`config.mk`:
```
export PLATFORM = sky130hd
export DESIGN_NAME = pipe_issue_ctrl
export DESIGN_NICKNAME = d
export VERILOG_FILES = /design/src/rtl/pipe_ctrl_pkg.sv /design/src/rtl/issue_scoreboard.sv /design/src/rtl/pipe_issue_ctrl.sv
export SDC_FILE = /design/constraint.sdc
export NUM_CORES = 1
export LEC_CHECK = 0
export BUFFER_PORTS_ARGS = -buffer_cell sky130_fd_sc_hd__buf_2
export CAP_MARGIN = 20
export CORE_MARGIN = 10
export CORE_UTILIZATION = 50
export CTS_BUF_LIST = sky130_fd_sc_hd__clkbuf_8
export DETAILED_ROUTE_END_ITERATION = 10
export PLACE_DENSITY_LB_ADDON = 0.25
export SLEW_MARGIN = 25
export SYNTH_ARGS = -nofsm -noshare
export SYNTH_HDL_FRONTEND = slang
export SYNTH_HIERARCHICAL = 1
export SYNTH_SLANG_ARGS = --single-unit
```
`constraint.sdc`:
```
create_clock -name CLK -period 2.5 [get_ports CLK]
set_input_delay 0.375 -clock CLK [delete_from_list [all_inputs] [get_ports CLK]]
set_output_delay 0.375 -clock CLK [all_outputs]
set_load 0.01 [all_outputs]
```
`src/rtl/pipe_ctrl_pkg.sv`:
```
// Shared types for the pipeline issue controller: default widths, the
// instruction bundle, scoreboard entries and the requester identifier.
package pipe_ctrl_pkg;

    localparam int unsigned DEF_REG_AW = 4;
    localparam int unsigned DEF_FUNC_W = 4;
    localparam int unsigned DEF_ADDR_W = 8;

    typedef struct packed {
        logic [DEF_REG_AW-1:0] rs1;
        logic [DEF_REG_AW-1:0] rs2;
        logic [DEF_REG_AW-1:0] rd;
        logic [DEF_FUNC_W-1:0] func;
        logic [DEF_ADDR_W-1:0] addr;
    } instr_t;

    typedef struct packed {
        logic                  v;
        logic [DEF_REG_AW-1:0] rd;
    } sb_entry_t;

    typedef enum logic {
        SRC_REQ0 = 1'b0,
        SRC_REQ1 = 1'b1
    } src_t;

    function automatic logic [15:0] sat_inc(input logic [15:0] c);
        return (c == '1) ? c : c + 16'd1;
    endfunction

endpackage

```
`src/rtl/issue_scoreboard.sv`:
```
// In-flight destination tracker: PIPE_DEPTH-deep shift register of {v, rd}
// plus the rs1/rs2 read-after-write comparators for both requesters.
module issue_scoreboard #(
    parameter int unsigned PIPE_DEPTH = 3
) (
    input  logic                                clk,
    input  logic                                rst_n,
    input  logic                                push_v,
    input  logic [pipe_ctrl_pkg::DEF_REG_AW-1:0] push_rd,
    input  logic [pipe_ctrl_pkg::DEF_REG_AW-1:0] req0_rs1,
    input  logic [pipe_ctrl_pkg::DEF_REG_AW-1:0] req0_rs2,
    input  logic [pipe_ctrl_pkg::DEF_REG_AW-1:0] req1_rs1,
    input  logic [pipe_ctrl_pkg::DEF_REG_AW-1:0] req1_rs2,
    output logic                                hazard0,
    output logic                                hazard1
);
    import pipe_ctrl_pkg::*;

    sb_entry_t sb [PIPE_DEPTH];

    always_ff @(posedge clk) begin
        if (!rst_n) begin
            for (int unsigned k = 0; k < PIPE_DEPTH; k++) begin
                sb[k] <= '0;
            end
        end else begin
            sb[0] <= '{v: push_v, rd: push_rd};
            for (int unsigned k = 1; k < PIPE_DEPTH; k++) begin
                sb[k] <= sb[k-1];
            end
        end
    end

    always_comb begin
        hazard0 = 1'b0;
        hazard1 = 1'b0;
        for (int unsigned k = 0; k < PIPE_DEPTH; k++) begin
            if (sb[k].v) begin
                hazard0 = hazard0 | (sb[k].rd == req0_rs1) | (sb[k].rd == req0_rs2);
                hazard1 = hazard1 | (sb[k].rd == req1_rs1) | (sb[k].rd == req1_rs2);
            end
        end
    end

endmodule

```
`src/rtl/pipe_issue_ctrl.sv`:
```
// Two-requester round-robin issue controller with RAW bubble insertion.
// Optional statistics counters are built when ISSUE_STATS_EN is defined.
module pipe_issue_ctrl #(
    parameter int unsigned REG_AW     = pipe_ctrl_pkg::DEF_REG_AW,
    parameter int unsigned FUNC_W     = pipe_ctrl_pkg::DEF_FUNC_W,
    parameter int unsigned ADDR_W     = pipe_ctrl_pkg::DEF_ADDR_W,
    parameter int unsigned PIPE_DEPTH = 3
) (
    input  logic              CLK,
    input  logic              RST_N,
    input  logic              halt,
    input  logic              req0_valid,
    output logic              req0_ready,
    input  logic [REG_AW-1:0] req0_rs1,
    input  logic [REG_AW-1:0] req0_rs2,
    input  logic [REG_AW-1:0] req0_rd,
    input  logic [FUNC_W-1:0] req0_func,
    input  logic [ADDR_W-1:0] req0_addr,
    input  logic              req1_valid,
    output logic              req1_ready,
    input  logic [REG_AW-1:0] req1_rs1,
    input  logic [REG_AW-1:0] req1_rs2,
    input  logic [REG_AW-1:0] req1_rd,
    input  logic [FUNC_W-1:0] req1_func,
    input  logic [ADDR_W-1:0] req1_addr,
    output logic              issue_valid,
    output logic [REG_AW-1:0] issue_rs1,
    output logic [REG_AW-1:0] issue_rs2,
    output logic [REG_AW-1:0] issue_rd,
    output logic [FUNC_W-1:0] issue_func,
    output logic [ADDR_W-1:0] issue_addr,
    output logic              issue_src,
    output logic [15:0]       issued_cnt,
    output logic [15:0]       bubble_cnt
);
    import pipe_ctrl_pkg::*;

    instr_t req0_instr, req1_instr, grant_instr, issue_q;
    src_t   last, issue_src_q;
    logic   hazard0, hazard1;
    logic   elig0, elig1, grant0, grant1, grant;

    assign req0_instr = '{rs1: req0_rs1, rs2: req0_rs2, rd: req0_rd, func: req0_func, addr: req0_addr};
    assign req1_instr = '{rs1: req1_rs1, rs2: req1_rs2, rd: req1_rd, func: req1_func, addr: req1_addr};

    issue_scoreboard #(
        .PIPE_DEPTH(PIPE_DEPTH)
    ) u_sb (
        .clk     (CLK),
        .rst_n   (RST_N),
        .push_v  (grant),
        .push_rd (grant_instr.rd),
        .req0_rs1(req0_rs1),
        .req0_rs2(req0_rs2),
        .req1_rs1(req1_rs1),
        .req1_rs2(req1_rs2),
        .hazard0 (hazard0),
        .hazard1 (hazard1)
    );

    // The requester other than `last` wins a tie; a lone eligible requester always wins.
    always_comb begin
        elig0       = RST_N & req0_valid & ~hazard0 & ~halt;
        elig1       = RST_N & req1_valid & ~hazard1 & ~halt;
        grant0      = elig0 & (~elig1 | (last == SRC_REQ1));
        grant1      = elig1 & ~grant0;
        grant       = grant0 | grant1;
        grant_instr = grant1 ? req1_instr : req0_instr;
    end

    assign req0_ready = grant0;
    assign req1_ready = grant1;

    always_ff @(posedge CLK) begin
        if (!RST_N) begin
            issue_valid <= 1'b0;
            issue_q     <= '0;
            issue_src_q <= SRC_REQ0;
            last        <= SRC_REQ1;
        end else begin
            issue_valid <= grant;
            if (grant) begin
                issue_q     <= grant_instr;
                issue_src_q <= grant1 ? SRC_REQ1 : SRC_REQ0;
                last        <= grant1 ? SRC_REQ1 : SRC_REQ0;
            end
        end
    end

    assign issue_rs1  = issue_q.rs1;
    assign issue_rs2  = issue_q.rs2;
    assign issue_rd   = issue_q.rd;
    assign issue_func = issue_q.func;
    assign issue_addr = issue_q.addr;
    assign issue_src  = issue_src_q;

`ifdef ISSUE_STATS_EN
    logic [15:0] issued_q, bubble_q;

    always_ff @(posedge CLK) begin
        if (!RST_N) begin
            issued_q <= '0;
            bubble_q <= '0;
        end else if (grant) begin
            issued_q <= sat_inc(issued_q);
        end else if (req0_valid | req1_valid) begin
            bubble_q <= sat_inc(bubble_q);
        end
    end

    assign issued_cnt = issued_q;
    assign bubble_cnt = bubble_q;
`else
    assign issued_cnt = '0;
    assign bubble_cnt = '0;
`endif

endmodule

```
==> results of run 1 <==
==> logic make-up after synthesis <==
| group | Yosys count |
|---|---|
| other cells | 1 |
| compound gates | 62 |
| simple gates | 90 |
| xor+xnor | 48 |
| flops | 42 |
| buf+inv | 68 |
==> through the flow <==
| stage | hold slack (ns) | power (mW) | utilization, % | cells | area (sq um) |
|---|---|---|---|---|---|
| 2_1_floorplan | 0.4394 | 1.057 | - | 342 | 2910 |
| 3_3_place_gp | 0.4541 | 1.164 | 56.15 | 447 | 3073 |
| 3_5_place_dp | 0.4585 | 1.168 | 56.15 | 447 | 3073 |
| 4_1_cts | 0.3301 | 1.591 | 58.32 | 457 | 3192 |
| 5_1_grt | 0.3229 | 1.674 | 58.66 | 456 | 3211 |
| 6_report | 0.3297 | 1.589 | 58.66 | 456 | 3211 |
==> report_power, final <==
group          switching, mW  internal, mW  leakage (nW)
clock network          0.236         0.188        0.0438
registers             0.0394         0.723         0.353
logic                  0.242         0.161          1.08
total                  0.518          1.07          1.48
==> critical path: stages, from the launching register on <==
cell and delay (ns):
dfxtp_2 0.34, buf_4 0.14, xor2_1 0.15, nor4_1 0.25, o21ai_1 0.13, nand3_2 0.13, and3b_2 0.25, nor3_4 0.16
buf_2 0.17
==> flip-flops by register name, indices dropped and copies added, names as in the netlist <==
register and count:
issue_addr 8, issue_func 4, issue_rd 4, issue_rs1 4, issue_rs2 4, issue_src 1, issue_valid 1, last 1
u_sb/sb 15
==> worst paths after layout <==
kind | depth (start not counted) | slack [ns] | to | startpoint
max reg2reg | 9 | 0.26 | issue_rs1[2] | u_sb/sb[0][1]
min reg2reg | 2 | 0.47 | issue_rs2[2] | issue_rs2[2]
max | 8 | 0.11 | req1_ready | u_sb/sb[0][8]
min | 2 | 0.33 | last | RST_N
==> synth_stat cells (2+ instances only) <==
| master | count |
|---|---|
| o21ai_0 | 11 |
| a211oi_2 | 3 |
| inv_1 | 6 |
| buf_4 | 35 |
| buf_6 | 9 |
| buf_2 | 13 |
| o2111ai_1 | 4 |
| nand2_1 | 25 |
| nand3_1 | 7 |
| a211oi_1 | 17 |
| a2111oi_1 | 17 |
| xor2_1 | 48 |
| and2_2 | 2 |
| nand2b_1 | 2 |
| dfxtp_1 | 42 |
| clkbuf_1 | 3 |
| and2_1 | 13 |
| o211ai_1 | 4 |
| nor4_1 | 32 |
| a2111oi_2 | 3 |
==> what timing repair did <==
| action | 4_1_cts | 5_1_grt |
|---|---|---|
| pin swaps | 3 | 6 |
| setup endpoints to repair | 2 | 2 |
| gates resized for setup | 12 | 12 |
| gates cloned | 0 | 0 |
| setup buffers | 3 | 1 |
==> cell type report <==
class                      count  area (sq um)  area share [%]
clock buffer                   5         68.82           2.143
clock inverter                 2         10.01          0.3118
inverter                       7         26.28          0.8184
multi-input combinational    232          1623           50.55
sequential                    42         859.6           26.77
tap                           72         90.09           2.806
timing repair buffer          96         533.0           16.60
==> per-layer routing <==
metal  part of all wire [%]  vias up  track usage, %
li1                       -     1207               -
met4                   0.80        0           3.741
met5                      0        -               0
met1                     44     1182           22.65
met2                     45      107           28.15
met3                    9.9        6           5.789
==> run_results.csv, run 1 <==
group,metric,value,unit
run_status,status,"complete, no violations",
die,die_area,8978,sq um
timing,slew_viol_final,0,
die,fp.coreArea,5473,sq um
clock_tree,cts-root-buf,"clkbuf_8",
worst_setup_path,cp-start-kind,"flip-flop",
clock_tree,clkTransAtPathRegs,0.08,ns
layout,areaGrowthSynthToFinish,14.91,%
logic_synthesis,yosysSeqAreaShare,30.09,%
routing,via_per_inst,5.487,
grt,grt_max_degree,38,
layout,diodes,0,
routing,dr_total_vias,2502,
logic_synthesis,netlist_instances,311,
timing,rsz0062_at_grt,"false",
layout,final_common_cell,"buf_2",
routing,drt_wl_total,8227,microns
worst_setup_path,path_max_fanout,4,
timing,fmax,418.2,MHz
logic_synthesis,synthAdderAreaFrac,0,%
worst_setup_path,crit_type,"flip-flop to output pin",
layout,nets,437,
layout,fill_cells,523,
die,floorplan.initialDensity,51.05,%
grt,grt_pass1_vias,2436,
logic_synthesis,ys_top_cells_by_area,"dfxtp_1, xor2_1, buf_4, nor4_1, a2111oi_1",
logic_synthesis,syn-cell-area,2794,sq um
logic_synthesis,synthSimpleGateAreaFrac,18.85,%
logic_synthesis,synthDistinctLibCells,35,
min_path,min_path_type,"primary input to flip-flop",
die,num_rows,27,
placement,portBuffers,80,
routing,drt-wirelength-per-cell,18.04,microns
die,die_w,94.75,microns
logic_synthesis,avgSynthCellArea,8.984,sq um
logic_synthesis,synth_xor_area_share,15.05,%
logic_synthesis,ys_ff_latch,42,
pwr,p_leak,1.478,nW
timing,setup_tns,0,ns
pwr,ir_worst_vdd,304.2,uV
timing,skew,0.01181,ns
clock_tree,htree_num_levels,2,
timing,fin_crit,2.391,ns
placement,pre_cts_slack,0.1294,ns
timing,finalWorstSetupSlack,0.1089,ns
layout,final_cell_mix,"buf_2, xor2_1, conb_1",
logic_synthesis,synth_top_area_share,30.09,%
timing,setup_viol,0,
grt,grt-ovfl-total,0,
timing,hold_viol,0,
clock_tree,tritoncts,"done",
grt,antenna_found_initial,0,
clock_tree,worstSkewPairLatency,0.30,ns
timing,maxSlewHeadroom,59.16,%
timing,fin_crit_sh,95.64,%
logic_synthesis,synth_compound_area_share,18.99,%
flow_run,cap_violations,0,
logic_synthesis,ys.flop_type,"dfxtp_1",
logic_synthesis,synth_top_family_by_area,"compound AO/OA/AOI/OAI gates",
placement,place.gp.congestion,0.8870,
worst_setup_path,required,2.12,ns
layout,drive_gt1_share,34.90,%
routing,drc,0,
logic_synthesis,ys.warnings.count,6,
pwr,powerDensity,494.9,nW/um^2
timing,tightest_slew,0.6113,ns
routing,ant_nets,0,
routing,drt_iter0_drc,144,
clock_tree,clk_path_buf_depth,2,
grt,grt_first_pass_wirelength,12650,microns
clock_tree,cts_buffers,5,
worst_setup_path,worstPathArrival,2.02,ns
worst_setup_path,cp-end-kind,"output pin",
routing,dr.pass1.iters,4,
die,io_pins,113,
clock_tree,cts-hold-fix-buffers,0,
die,die_h,94.75,microns
logic_synthesis,synth_edf_count,0,
logic_synthesis,ys_async_sr_fraction,0,%
clock_tree,numClockSinks,42,
grt,grt_usage,17.63,%
logic_synthesis,synthMuxAreaShare,0,%
logic_synthesis,yosysTopAreaCell,"dfxtp_1",
placement,hpwl,6030,microns
(Power assumes the default switching activity.)
==> run 2, diff against run 1 <==
--- a/config.mk
+++ b/config.mk
@@ -8,12 +8,11 @@
 export BUFFER_PORTS_ARGS = -buffer_cell sky130_fd_sc_hd__buf_2
 export CAP_MARGIN = 20
 export CORE_MARGIN = 10
-export CORE_UTILIZATION = 50
+export CORE_UTILIZATION = 49
 export CTS_BUF_LIST = sky130_fd_sc_hd__clkbuf_8
 export DETAILED_ROUTE_END_ITERATION = 10
 export PLACE_DENSITY_LB_ADDON = 0.25
 export SLEW_MARGIN = 25
 export SYNTH_ARGS = -nofsm -noshare
 export SYNTH_HDL_FRONTEND = slang
-export SYNTH_HIERARCHICAL = 1
 export SYNTH_SLANG_ARGS = --single-unit
==> run 2 against run 1 <==
Clock skew is 0.0031 ns lower; via count shrank 11%; sequential power about the same; non-clock buffer count shrank 5; combinational power is 11% lower; maximum frequency is 1.3% higher; setup slack better by 0.031 ns; die area fell by 6.6%; largest power group unchanged; highest routed layer unchanged.
==> run_results.csv, run 2 <==
group,metric,value,unit
logic_synthesis,yosysTopAreaCell,"dfxtp_1",
layout,final_cell_mix,"buf_2, xor2_1, dfxtp_1",
grt,use_met3,5.432,%
logic_synthesis,synth_edf_count,0,
timing,slew_viol_final,0,
logic_synthesis,synth_top_area_share,32.69,%
logic_synthesis,ys.flop_type,"dfxtp_1",
worst_setup_path,reg2reg_from,"u_sb.sb[0][5]",
timing,fin_crit_sh,94.42,%
worst_setup_path,path_cells,"xor2_1, nor4_1, o21ai_1, and4b_1, nor2_1, buf_2",
worst_setup_path,critPathLaunch,"u_sb.sb[0][5]",
layout,fin_cells,420,
grt,antenna_found_initial,0,
pwr,seqPwrFrac,46.2,%
worst_setup_path,cpPeakStageDelay,0.54,ns
worst_setup_path,crit_buf_inv,1,
grt,grt_max_degree,26,
die,die_h,91.59,microns
logic_synthesis,syn-cell-area,2511,sq um
pwr,p_total,1.649,mW
placement,hpwl,5628,microns
grt,grt-ovfl-total,0,
worst_setup_path,path_delay_family,"simple AND/OR/NAND/NOR gates",
worst_setup_path,cp-end-kind,"output pin",
placement,dp_cells,412,
logic_synthesis,synthTopCellsByCount,"xor2_1, dfxtp_1, buf_4",
pwr,power.share.clock,32.0,%
die,die_area,8388,sq um
routing,dr.pass1.iters,4,
layout,fill_cells,423,
logic_synthesis,ys_ff_latch,41,
routing,via_per_inst,5.302,
grt,grt.busiest_layer,"met2",
placement,dpl-instance-area,2769,sq um
routing,drt_wl_total,7422,microns
timing,fmax,423.6,MHz
clock_tree,cts_buffers,5,
die,fp.coreArea,4848,sq um
worst_setup_path,crit_path_top_delay_cell,"dfxtp_1",
layout,nets,406,
pwr,power.switching,0.4879,mW
layout,regMostFlops,"u_sb.sb",
layout,areaGrowthSynthToFinish,14.90,%
pwr,internal_power,1.161,mW
logic_synthesis,yosysSeqAreaShare,32.69,%
logic_synthesis,synth.most_common_cell,"xor2_1",
routing,dr_total_vias,2227,
clock_tree,numClockSinks,41,
die,floorplan.initialDensity,51.79,%
clock_tree,cts-root-buf,"clkbuf_8",
routing,ant_nets,0,
grt,use_met1,21.16,%
logic_synthesis,ys_async_sr_fraction,0,%
worst_setup_path,crit_type,"flip-flop to output pin",
timing,fin_crit,2.361,ns
logic_synthesis,synthDistinctLibCells,31,
pwr,powerDensity,571.4,nW/um^2
pwr,ir_worst_vdd,269.0,uV
min_path,min-delay-start,"req0_rd[2]",
clock_tree,tritoncts,"done",
clock_tree,htree_num_levels,2,
worst_setup_path,cp-start-kind,"flip-flop",
pwr,switching_share,29.59,%
grt,grt_first_pass_wirelength,11590,microns
timing,setup_tns,0,ns
timing,hold_viol,0,
worst_setup_path,path_max_fanout,5,
layout,largest_reg_flops,15,
timing,rsz0062_at_grt,"false",
placement,place.gp.congestion,0.8509,
placement,portBuffers,80,
die,io_pins,113,
run_status,status,"complete, no violations",
worst_setup_path,required,2.12,ns
grt,grt_pass1_vias,2298,
clock_tree,cts-hold-fix-buffers,0,
pwr,combPwrFrac,21.8,%
grt,grt_use_met2,26.18,%
clock_tree,clkTransAtPathRegs,0.08,ns
timing,setup_viol,0,
pwr,p_leak,1.435,nW
routing,drt-wirelength-per-cell,17.67,microns
die,num_rows,25,
logic_synthesis,avgSynthCellArea,8.905,sq um
logic_synthesis,netlist_instances,282,
min_path,min_path_type,"primary input to flip-flop",
clock_tree,clk_path_buf_depth,2,
layout,design_area,2885,sq um
worst_setup_path,worstPathArrival,1.99,ns
flow_run,cap_violations,0,
layout,drive_gt1_share,29.75,%
grt,grt_usage,16.53,%
routing,drc,0,
clock_tree,worstSkewPairLatency,0.30,ns
logic_synthesis,ys_top_cells_by_area,"dfxtp_1, xor2_1, buf_4, a221o_1, a211oi_1",
layout,diodes,0,
die,die_w,91.59,microns
logic_synthesis,ys.warnings.count,0,
timing,skew,0.008659,ns
routing,drt_iter0_drc,183,
layout,final_common_cell,"buf_2",
run 2: power groups by stage:
stage	Clock (mW)	Sequential [mW]	Combinational, mW
floorplan	0	0.780	0.246
global placement	0	0.775	0.350
detailed placement	0	0.775	0.355
CTS	0.531	0.760	0.357
global route	0.556	0.769	0.400
finish	0.527	0.762	0.360
run 2: layout make-up:
| class | count | area (sq um) | share of cell area, % |
|---|---|---|---|
| inverter | 1 | 3.754 | 0.1301 |
| clock inverter | 2 | 35.03 | 1.214 |
| tap | 67 | 83.83 | 2.905 |
| timing repair buffer | 91 | 483.0 | 16.74 |
| clock buffer | 5 | 68.82 | 2.385 |
| sequential | 41 | 824.5 | 28.58 |
| multi-input combinational | 213 | 1386 | 48.05 |
run 2: final timing paths:
path	to	slack (ns)	cells past startpoint
setup / recovery	req0_ready	0.14	6
hold / removal	issue_rd[2]	0.32	2
setup reg to reg	issue_rd[0]	0.24	7
hold reg to reg	issue_rs1[3]	0.49	1
run 2: what timing repair did:
| item | in CTS | in global routing |
|---|---|---|
| setup buffers | 0 | 1 |
| setup endpoints to repair | 0 | 18 |
| endpoints found under the hold margin | 0 | 0 |
| resized for setup | 0 | 4 |
run 2: through the flow:
step,utilization [%],hold WS (ns),worst slack [ns]
6_report,59.51,0.3155,0.1395
5_1_grt,59.51,0.3210,0.001164
2_1_floorplan,-,0.4456,0.4868
3_3_place_gp,57.11,0.4547,0.2054
3_5_place_dp,57.11,0.4721,0.1218
4_1_cts,59.25,0.3102,0.1185
run 2: kinds of logic (layout without fill, tap and decap cells):
kind of cell	after synthesis	count (layout)	synth area share [%]
xor gates and xnor gates	48	48	16.74
AOI/OAI and AO/OA	64	64	16.94
DFF	41	41	32.69
buffers and inverters	59	99	16.79
and+or+nand+nor	69	69	16.69
other	1	32	0.1493
run 2: metal layers:
metal	part of all wire [%]	up-vias
li1	-	1084
met1	45	1037
met2	46	97
met3	7.6	9
met4	1.1	0
met5	0	-
==> run 3, diff against run 2 <==
--- a/config.mk
+++ b/config.mk
@@ -8,8 +8,7 @@
 export BUFFER_PORTS_ARGS = -buffer_cell sky130_fd_sc_hd__buf_2
 export CAP_MARGIN = 20
 export CORE_MARGIN = 10
-export CORE_UTILIZATION = 49
-export CTS_BUF_LIST = sky130_fd_sc_hd__clkbuf_8
+export CORE_UTILIZATION = 47
 export DETAILED_ROUTE_END_ITERATION = 10
 export PLACE_DENSITY_LB_ADDON = 0.25
 export SLEW_MARGIN = 25
==> run 3 against run 2 <==
Global-route usage decreased by 0.37 points; sequential power is essentially flat; combinational power increased by 3%; sequential share of layout area fell by 0.49 points; critical path type unchanged; critical endpoint unchanged; largest cell class unchanged.
==> run_results.csv, run 3 (same netlist as run 2, synthesis figures left out) <==
group,metric,value,unit
run_status,status,"complete, no violations",
min_path,min_path_type,"primary input to flip-flop",
layout,final_common_cell,"buf_2",
timing,fmax,422.5,MHz
worst_setup_path,cp-end-kind,"output pin",
worst_setup_path,path_cells,"xor2_1, nor4_1, o21ai_1, and4b_1, nor2_1, buf_2",
die,io_pins,113,
worst_setup_path,required,2.12,ns
layout,largest_reg_flops,15,
grt,grt_pass1_vias,2341,
clock_tree,clkTransAtPathRegs,0.08,ns
pwr,internal_power,1.175,mW
layout,areaGrowthSynthToFinish,17.24,%
worst_setup_path,worstPathArrival,1.99,ns
worst_setup_path,reg2reg_depth,8,
layout,fin_cells,425,
pwr,p_total,1.674,mW
pwr,ir_worst_vdd,302.0,uV
worst_setup_path,path_delay_family,"simple AND/OR/NAND/NOR gates",
layout,drive_gt1_share,31.55,%
routing,dr.pass1.iters,4,
grt,use_met1,19.51,%
clock_tree,clk_path_buf_depth,2,
flow_run,cap_violations,0,
timing,setup_tns,0,ns
timing,slew_viol_final,0,
timing,rsz0062_at_grt,"false",
clock_tree,cts_buffers,5,
pwr,powerDensity,568.7,nW/um^2
layout,final_util,57.28,%
grt,grt.busiest_layer,"met2",
worst_setup_path,cpPeakStageDelay,0.49,ns
timing,maxSlewHeadroom,66.03,%
layout,nets,407,
grt,grt_usage,16.16,%
clock_tree,worstSkewPairLatency,0.30,ns
worst_setup_path,cp-start-kind,"flip-flop",
die,die_h,93.10,microns
timing,fin_crit_sh,94.67,%
timing,hold_viol,0,
clock_tree,htree_num_levels,2,
timing,tightest_slew,0.5083,ns
pwr,seqPwrFrac,45.6,%
pwr,power.share.clock,32.3,%
worst_setup_path,crit_buf_inv,1,
die,floorplan.initialDensity,48.86,%
pwr,combPwrFrac,22.1,%
clock_tree,cts-hold-fix-buffers,0,
pwr,switching_share,29.80,%
timing,fin_crit,2.367,ns
placement,hpwl,5769,microns
timing,setup_viol,0,
layout,final_cell_mix,"buf_2, xor2_1, dfxtp_1",
routing,via_per_inst,5.355,
placement,portBuffers,80,
die,die_area,8667,sq um
layout,fill_cells,518,
routing,ant_nets,0,
die,num_rows,26,
clock_tree,tritoncts,"done",
worst_setup_path,path_depth,6,
min_path,whs_path_depth,2,
clock_tree,cts-root-buf,"clkbuf_8",
grt,antenna_found_initial,0,
layout,diodes,0,
timing,hold_slack,0.3028,ns
worst_setup_path,path_max_fanout,5,
pwr,p_leak,1.446,nW
grt,use_met3,6.555,%
worst_setup_path,crit_type,"flip-flop to output pin",
die,die_w,93.10,microns
grt,grt_first_pass_wirelength,11590,microns
routing,drc,0,
routing,drt_wl_total,7426,microns
timing,skew,0.007954,ns
clock_tree,numClockSinks,41,
layout,regMostFlops,"u_sb.sb",
routing,drt_iter0_drc,183,
placement,dp_cells,415,
pwr,power.switching,0.4989,mW
routing,dr_total_vias,2276,
grt,grt-ovfl-total,0,
routing,drt-wirelength-per-cell,17.47,microns
placement,place.gp.congestion,0.8474,
grt,grt_max_degree,36,
grt,grt_use_met2,25.53,%
worst_setup_path,crit_path_top_delay_cell,"dfxtp_1",
die,fp.coreArea,5140,sq um
[run 3: cell count changes in the layout (fill, tap and decap cells not counted), sizes merged]
cell    delta
buf        +1
clkbuf     +1
[run 3: timing repair]
| action | 4_1_cts | 5_1_grt |
|---|---|---|
| setup endpoints to repair | 0 | 2 |
| resized for setup | 0 | 10 |
| setup buffers | 0 | 2 |
[run 3: area by class of cell]
class                      instances  area, sq um  share of cell area, %
clock buffer                       6        72.57                  2.465
clock inverter                     2        38.79                  1.317
inverter                           1        3.754                 0.1275
multi-input combinational        213         1411                  47.94
sequential                        41        827.0                  28.09
tap                               70        87.58                  2.975
timing repair buffer              92        503.0                  17.08
[run 3: power by group through the flow]
| stage | logic [mW] | registers, mW | clock network, mW |
|---|---|---|---|
| 3_3_place_gp | 0.354 | 0.775 | 0 |
| 4_1_cts | 0.361 | 0.762 | 0.550 |
| 3_5_place_dp | 0.360 | 0.776 | 0 |
| 5_1_grt | 0.408 | 0.771 | 0.583 |
| 2_1_floorplan | 0.246 | 0.780 | 0 |
| 6_report | 0.370 | 0.764 | 0.540 |
[run 3: routing by layer]
metal	wire [microns]	up-vias
met5	0	-
met1	3166	1083
met3	698	12
met4	98	0
met2	3463	96
li1	-	1085
[run 3: metrics by stage]
step | instance area, sq um | worst slack (ns)
2_1_floorplan | 2628 | 0.4868
4_1_cts | 2897 | 0.07102
5_1_grt | 2944 | 0.006439
3_5_place_dp | 2785 | 0.2356
3_3_place_gp | 2785 | 0.3083
6_report | 2944 | 0.1332
[run 3: final timing paths]
kind | start | end | slack (ns)
worst min register to register | issue_src | issue_src | 0.47
worst min-delay path | req0_rd[0] | issue_rd[0] | 0.30
worst max-delay path | u_sb.sb[0][3] | req0_ready | 0.13
worst max register to register | u_sb.sb[0][13] | issue_rs2[0] | 0.28
